[src/rtl/router_1xn.sv]
// router_1xn: 1-to-N byte-serial packet router with per-port FIFOs and read-timeout soft reset.
// Define ROUTER_LEN_CHECK_EN to also flag header-length mismatches on err.
module router_1xn #(
  parameter int DATA_WIDTH = 8,
  parameter int ADDR_WIDTH = 2,
  parameter int NUM_PORTS  = 3,
  parameter int FIFO_DEPTH = 16,
  parameter int TIMEOUT    = 30
) (
  input  logic                             clock,
  input  logic                             resetn,
  input  logic                             pkt_valid,
  input  logic [DATA_WIDTH-1:0]            data_in,
  input  logic [NUM_PORTS-1:0]             read_enb,
  output logic [NUM_PORTS-1:0]             vld_out,
  output logic [NUM_PORTS*DATA_WIDTH-1:0]  data_out,
  output logic                             busy,
  output logic                             err,
  output logic                             drop
);
  localparam int LEN_WIDTH = DATA_WIDTH - ADDR_WIDTH;
  localparam int NA = 2 ** ADDR_WIDTH;
  localparam int PW = $clog2(FIFO_DEPTH);
  localparam int CW = $clog2(TIMEOUT + 1);
  localparam logic [ADDR_WIDTH:0] NP = (ADDR_WIDTH + 1)'(NUM_PORTS);

  typedef enum logic [2:0] {IDLE, WAIT_EMPTY, LOAD, CHECK, DROP} state_t;
  state_t state_q, state_d;
  logic [DATA_WIDTH-1:0] hdr_q, hdr_d, par_q, par_d, wdata;
  logic cmp_q, cmp_d, err_q, err_d, drop_q, drop_d, wr, len_bad;
  logic [NUM_PORTS-1:0] full, empty, flush;
  logic [NA-1:0] full_x, empty_x, flush_x;
  logic [ADDR_WIDTH-1:0] dest;

  // Unused address codes read as not-empty/not-full/no-flush
  assign full_x  = NA'(full);
  assign empty_x = NA'(empty);
  assign flush_x = NA'(flush);
  assign dest    = state_q == IDLE ? data_in[ADDR_WIDTH-1:0] : hdr_q[ADDR_WIDTH-1:0];
  assign wdata   = state_q == WAIT_EMPTY ? hdr_q : data_in;
  assign err     = err_q;
  assign drop    = drop_q;

  always_comb begin
    state_d = state_q;
    hdr_d   = hdr_q;
    par_d   = par_q;
    cmp_d   = cmp_q;
    err_d   = err_q;
    drop_d  = 1'b0;
    wr      = 1'b0;
    busy    = 1'b0;
    case (state_q)
      IDLE: if (pkt_valid) begin
        hdr_d   = data_in;
        par_d   = data_in;
        wr      = empty_x[dest];
        state_d = empty_x[dest] ? LOAD : {1'b0, dest} >= NP ? DROP : WAIT_EMPTY;
      end
      WAIT_EMPTY: begin
        busy    = 1'b1;
        wr      = empty_x[dest];
        state_d = empty_x[dest] ? LOAD : WAIT_EMPTY;
      end
      LOAD: begin
        busy = full_x[dest];
        // A timed-out destination abandons the rest of the packet
        if (flush_x[dest]) begin
          drop_d  = !busy && !pkt_valid;
          state_d = drop_d ? IDLE : DROP;
        end else if (!busy) begin
          wr      = 1'b1;
          par_d   = pkt_valid ? par_q ^ data_in : par_q;
          cmp_d   = par_q != data_in || len_bad;
          state_d = pkt_valid ? LOAD : CHECK;
        end
      end
      CHECK: begin
        busy    = 1'b1;
        err_d   = cmp_q;
        state_d = IDLE;
      end
      DROP: if (!pkt_valid) begin
        drop_d  = 1'b1;
        state_d = IDLE;
      end
      default: state_d = IDLE;
    endcase
  end

  always_ff @(posedge clock) begin
    if (!resetn) begin
      state_q <= IDLE;
      hdr_q   <= '0;
      par_q   <= '0;
      cmp_q   <= 1'b0;
      err_q   <= 1'b0;
      drop_q  <= 1'b0;
    end else begin
      state_q <= state_d;
      hdr_q   <= hdr_d;
      par_q   <= par_d;
      cmp_q   <= cmp_d;
      err_q   <= err_d;
      drop_q  <= drop_d;
    end
  end

`ifdef ROUTER_LEN_CHECK_EN
  logic [LEN_WIDTH:0] len_q, len_d;
  always_comb
    len_d = state_q == IDLE ? '0 :
            state_q == LOAD && !busy && pkt_valid && !flush_x[dest] && !(&len_q) ? len_q + (LEN_WIDTH + 1)'(1) : len_q;
  always_ff @(posedge clock) len_q <= !resetn ? '0 : len_d;
  assign len_bad = len_q != {1'b0, hdr_q[DATA_WIDTH-1:ADDR_WIDTH]};
`else
  assign len_bad = 1'b0;
`endif

  for (genvar p = 0; p < NUM_PORTS; p++) begin : g_port
    logic [DATA_WIDTH-1:0] mem [FIFO_DEPTH];
    logic [PW:0] wp_q, wp_d, rp_q, rp_d;
    logic [CW-1:0] cnt_q, cnt_d;
    logic [DATA_WIDTH-1:0] dout_q, dout_d;
    logic we, re;
    assign empty[p] = wp_q == rp_q;
    assign full[p]  = wp_q[PW] != rp_q[PW] && wp_q[PW-1:0] == rp_q[PW-1:0];
    assign vld_out[p] = !empty[p];
    assign flush[p] = vld_out[p] && !read_enb[p] && cnt_q == CW'(TIMEOUT - 1);
    assign we = wr && dest == ADDR_WIDTH'(p);
    assign re = read_enb[p] && !empty[p];
    assign data_out[p*DATA_WIDTH +: DATA_WIDTH] = dout_q;
    always_comb begin
      wp_d   = flush[p] ? '0 : wp_q + (PW + 1)'(we);
      rp_d   = flush[p] ? '0 : rp_q + (PW + 1)'(re);
      cnt_d  = empty[p] || read_enb[p] || flush[p] ? '0 : cnt_q + CW'(1);
      dout_d = re ? mem[rp_q[PW-1:0]] : dout_q;
    end
    always_ff @(posedge clock) begin
      if (!resetn) begin
        wp_q   <= '0;
        rp_q   <= '0;
        cnt_q  <= '0;
        dout_q <= '0;
      end else begin
        wp_q   <= wp_d;
        rp_q   <= rp_d;
        cnt_q  <= cnt_d;
        dout_q <= dout_d;
      end
    end
    always_ff @(posedge clock)
      if (we) mem[wp_q[PW-1:0]] <= wdata;
  end
endmodule

[config.mk]
export PLATFORM = sky130hd
export DESIGN_NAME = router_1xn
export DESIGN_NICKNAME = d
export VERILOG_FILES = /design/src/rtl/router_1xn.sv
export SDC_FILE = /design/constraint.sdc
export NUM_CORES = 1
export LEC_CHECK = 0
export BUFFER_PORTS_ARGS = -buffer_cell sky130_fd_sc_hd__buf_2
export CAP_MARGIN = 20
export CORE_ASPECT_RATIO = 0.75
export CORE_MARGIN = 3
export CORE_UTILIZATION = 50
export CTS_CLUSTER_SIZE = 12
export DETAILED_ROUTE_END_ITERATION = 6
export PLACE_DENSITY = 0.69
export SYNTH_ARGS = -nofsm -noshare
export SYNTH_HDL_FRONTEND = slang
export SYNTH_SLANG_ARGS = --single-unit
[constraint.sdc]
create_clock -name clock -period 3.97 [get_ports clock]
set_clock_uncertainty 0.2 [all_clocks]
set_input_delay 0.1985 -clock clock [delete_from_list [all_inputs] [get_ports clock]]
set_output_delay 0.1985 -clock clock [all_outputs]
set_load 0.03 [all_outputs]
==> impl_metrics.env <==
export IMPL_synth_seq_cells=475
export IMPL_relSlewSlack_pct=26.72
export IMPL_reg2reg_from="state_q[2]"
export IMPL_remaining_drc_errors=0
export IMPL_path_clk_slew_ns=0.06
export IMPL_grt_pass1_wl_um=64770
export IMPL_grt_usage_pct=20.94
export IMPL_gp_congestion=0.8691
export IMPL_worst_slack_ns=0.1208
export IMPL_p_per_area_nw_per_um2=586.7
export IMPL_p_leak_nw=7.098
export IMPL_ant_nets=0
export IMPL_io_pins=44
export IMPL_start_util_pct=51.49
export IMPL_rr_worst_depth=8
export IMPL_critPathRequiredTime_ns=4.02
export IMPL_max_stage_delay_ns=0.56
export IMPL_cts_tree="done"
export IMPL_antenna_found_initial=2
export IMPL_synth_cell_area_um2=19370
export IMPL_critical_path_slowest_cell="nor4b_4"
export IMPL_fp_row_count=61
export IMPL_synth_area_leaders="edfxtp_1 (60%), mux4_2 (14%), dfxtp_1 (9.4%)"
export IMPL_nNetsFinal=1274
export IMPL_synth_edf_count=384
export IMPL_io_buffer_count=43
export IMPL_irDropWorstVdd_uv=352.6
export IMPL_switching_power_mw=3.881
export IMPL_r2r_end="g_port[1].mem[15][3]"
export IMPL_async_flop_share_pct=0
export IMPL_drive_gt1_share_pct=28.98
export IMPL_path_max_fanout=22
export IMPL_final_core_util_pct=59.40
export IMPL_coreArea_um2=37630
export IMPL_cp_common_cell="buf_4"
export IMPL_max_freq_ghz=0.2598
export IMPL_fp_dieH_um=176.5
export IMPL_p_clk_share_pct=31.8
export IMPL_swShare_pct=29.60
export IMPL_synthFlopType="edfxtp_1"
export IMPL_synth_top_area_share_pct=59.52
export IMPL_die_area_um2=41170
export IMPL_end_kind="flop"
export IMPL_grt_pass1_vias=10560
export IMPL_finalHoldViolCount=0
export IMPL_period_share_pct=96.96
export IMPL_critPathTopFamily="compound AO/OA/AOI/OAI gates"
export IMPL_vias=10750
export IMPL_critical_path_class="flop to flop"
export IMPL_grt_ovfl_total=0
export IMPL_cts_root_buffer="clkbuf_16"
export IMPL_die_w_um=233.3
export IMPL_p_int_mw=9.231
export IMPL_numCtsBuffers=47
export IMPL_crit_chain="nor4b_4 > nor2_1 > or3_1 > a21oi_1 > o221ai_4 > buf_4 > a2111oi_2 > buf_4"
export IMPL_holdPathStages=2
export IMPL_worstSetupStartpoint="state_q[2]"
export IMPL_yosys_area_top_type="edfxtp_1"
export IMPL_syn_to_final_growth_pct=15.36
export IMPL_synthDistinctLibCells=54
export IMPL_place_ws_ns=0.1670
export IMPL_power_frac_seq_pct=46.0
export IMPL_firstDrtPassIters=5
export IMPL_htreeDepth=2
export IMPL_wl_per_cell_um=23.50
export IMPL_clockBufferDepth=3
export IMPL_setup_viol=0
export IMPL_drv_slew=0
export IMPL_r2r_slack_ns=0.12
export IMPL_fin_crit_ns=3.849
export IMPL_vias_per_cell=6.026
export IMPL_fin_area_um2=22350
export IMPL_drt_total_wl_um=41920
export IMPL_drv_cap=0
export IMPL_hold_end="hdr_q[3]"
export IMPL_ys_warn_count=0
export IMPL_dpl_cell_area_um2=20740
export IMPL_syn_area_per_cell_um2=17.10
export IMPL_critPathBufInv=2
export IMPL_diodes=0
export IMPL_clock_sinks=475
export IMPL_critPathArrivalTime_ns=3.90
export IMPL_combinationalPowerShare_pct=22.1
export IMPL_drtIter0Drc=1196
export IMPL_hold_class="flop to flop"
export IMPL_syn_nets=1165
export IMPL_hold_path_startpoint="hdr_q[3]"
export IMPL_worst_slew_pin_slew_ns=1.099
export IMPL_yosysMostFrequentCell="edfxtp_1"
export IMPL_syn_inst=1133
export IMPL_place_hpwl_um=25770
export IMPL_grt_setup_unrepaired="no"
export IMPL_grt_max_degree=53
export IMPL_yosysSeqAreaShare_pct=68.92
export IMPL_ys_top_cells_by_count="edfxtp_1 (384), mux4_2 (120), nand2_1 (95), dfxtp_1 (91), nor2_1 (53)"
export IMPL_startpoint_type="flop"
export IMPL_worstSkewPairLatency_ns=0.56
export IMPL_status="finished, final reports clean"
metrics by stage:
step                std cells  setup TNS [ns]  total power [mW]  hold WS [ns]
CTS                      1782               0             13.18        0.2534
detailed placement       1682               0             8.987        0.2457
floorplan                1133          -17.47             7.907        0.1345
finish                   1784               0             13.11        0.2517
global placement         1682               0             8.924        0.2393
global route             1784               0             13.66        0.2682
state kept, by name (all words and copies together), names as in the netlist:
register	cells
cmp_q	1
drop	1
err	1
g_port.cnt_q	15
g_port.dout_q	24
g_port.mem	384
g_port.rp_q	15
g_port.wp_q	15
hdr_q	8
par_q	8
state_q	3
tightest hold or removal path: cells and delay by family, from the launching register on:
| family | cells | cell delay, ns |
|---|---|---|
| AOI/OAI and AO/OA | 1 | 0.05 |
| DFF | 1 | 0.30 |
| and+or+nand+nor | 1 | 0.05 |
worst max-delay path by stage:
| stage | cells after the start | end | slack (ns) |
|---|---|---|---|
| after global placement | 8 | g_port[1].mem[15][6] | 0.26 |
| after floorplan | 9 | g_port[0].mem[12][0] | -0.17 |
| after detailed placement | 8 | g_port[1].mem[15][6] | 0.17 |
| after global routing | 8 | g_port[1].mem[15][1] | 0.003 |
| final | 8 | g_port[1].mem[15][3] | 0.12 |
| after CTS | 8 | g_port[1].mem[15][3] | 0.14 |
cells in the final DEF (no fill, tap or decap), drive strengths merged, types with 3 or more instances in the layout:
cell type	netlist	layout
a31oi	10	10
nand3	23	23
mux2	8	8
buf	22	115
or2	9	9
nand2	95	95
edfxtp	384	384
xnor2	30	30
nand2b	11	11
nor2	53	53
nor3	6	6
dlygate4sd3	0	13
o21ai	20	20
a2111oi	48	48
inv	7	7
clkinv	3	7
dfxtp	91	91
o311ai	8	8
nand4	8	8
and2	7	7
ha	18	18
clkbuf	46	82
nor4	4	4
o211ai	4	4
nor3b	3	3
a21oi	40	40
mux4	120	120
xor2	21	21
nand4b	3	3
and3	10	10
layout make-up:
type / instances / area (um2)
multi-input cells: 580 / 5959
well taps: 504 / 630.6
clock inverters: 5 / 53.80
inverters: 10 / 37.54
flip-flops and latches: 475 / 13360
repair buffers: 128 / 930.9
clock buffers: 82 / 1380
fillers: 2745 / 15280
layer usage:
layer / global-route usage, % / part of all wire, % / vias to the layer above
met3: 4.129 / 8.6 / 66
met4: 5.128 / 2.1 / 2
met5: 0 / 0.021 / -
li1: - / - / 4758
met1: 34.30 / 47 / 5490
met2: 28.78 / 42 / 435
power by group through the flow:
stage / combinational, mW / clock [mW] / sequential [mW]
after floorplan: 1.71 / 0 / 6.20
after global placement: 2.80 / 0 / 6.13
after detailed placement: 2.85 / 0 / 6.14
after CTS: 2.87 / 4.27 / 6.04
after global routing: 3.12 / 4.48 / 6.06
final: 2.90 / 4.18 / 6.03
logic make-up after synthesis:
group / after synthesis / share of synthesized area (%)
DFF: 475 / 68.92
muxes: 130 / 14.52
xor gates and xnor gates: 51 / 2.306
AOI/OAI and AO/OA: 140 / 5.451
and+or+nand+nor: 241 / 6.038
adders and majority gates: 18 / 1.163
buffers and inverters: 78 / 1.602
repair_timing:
item,CTS,global route
hold buffers,13,0
setup buffers,0,0
hold endpoints to repair,43,0
resized for setup,0,1
setup endpoints to repair,0,11
(Power assumes the default switching activity.)
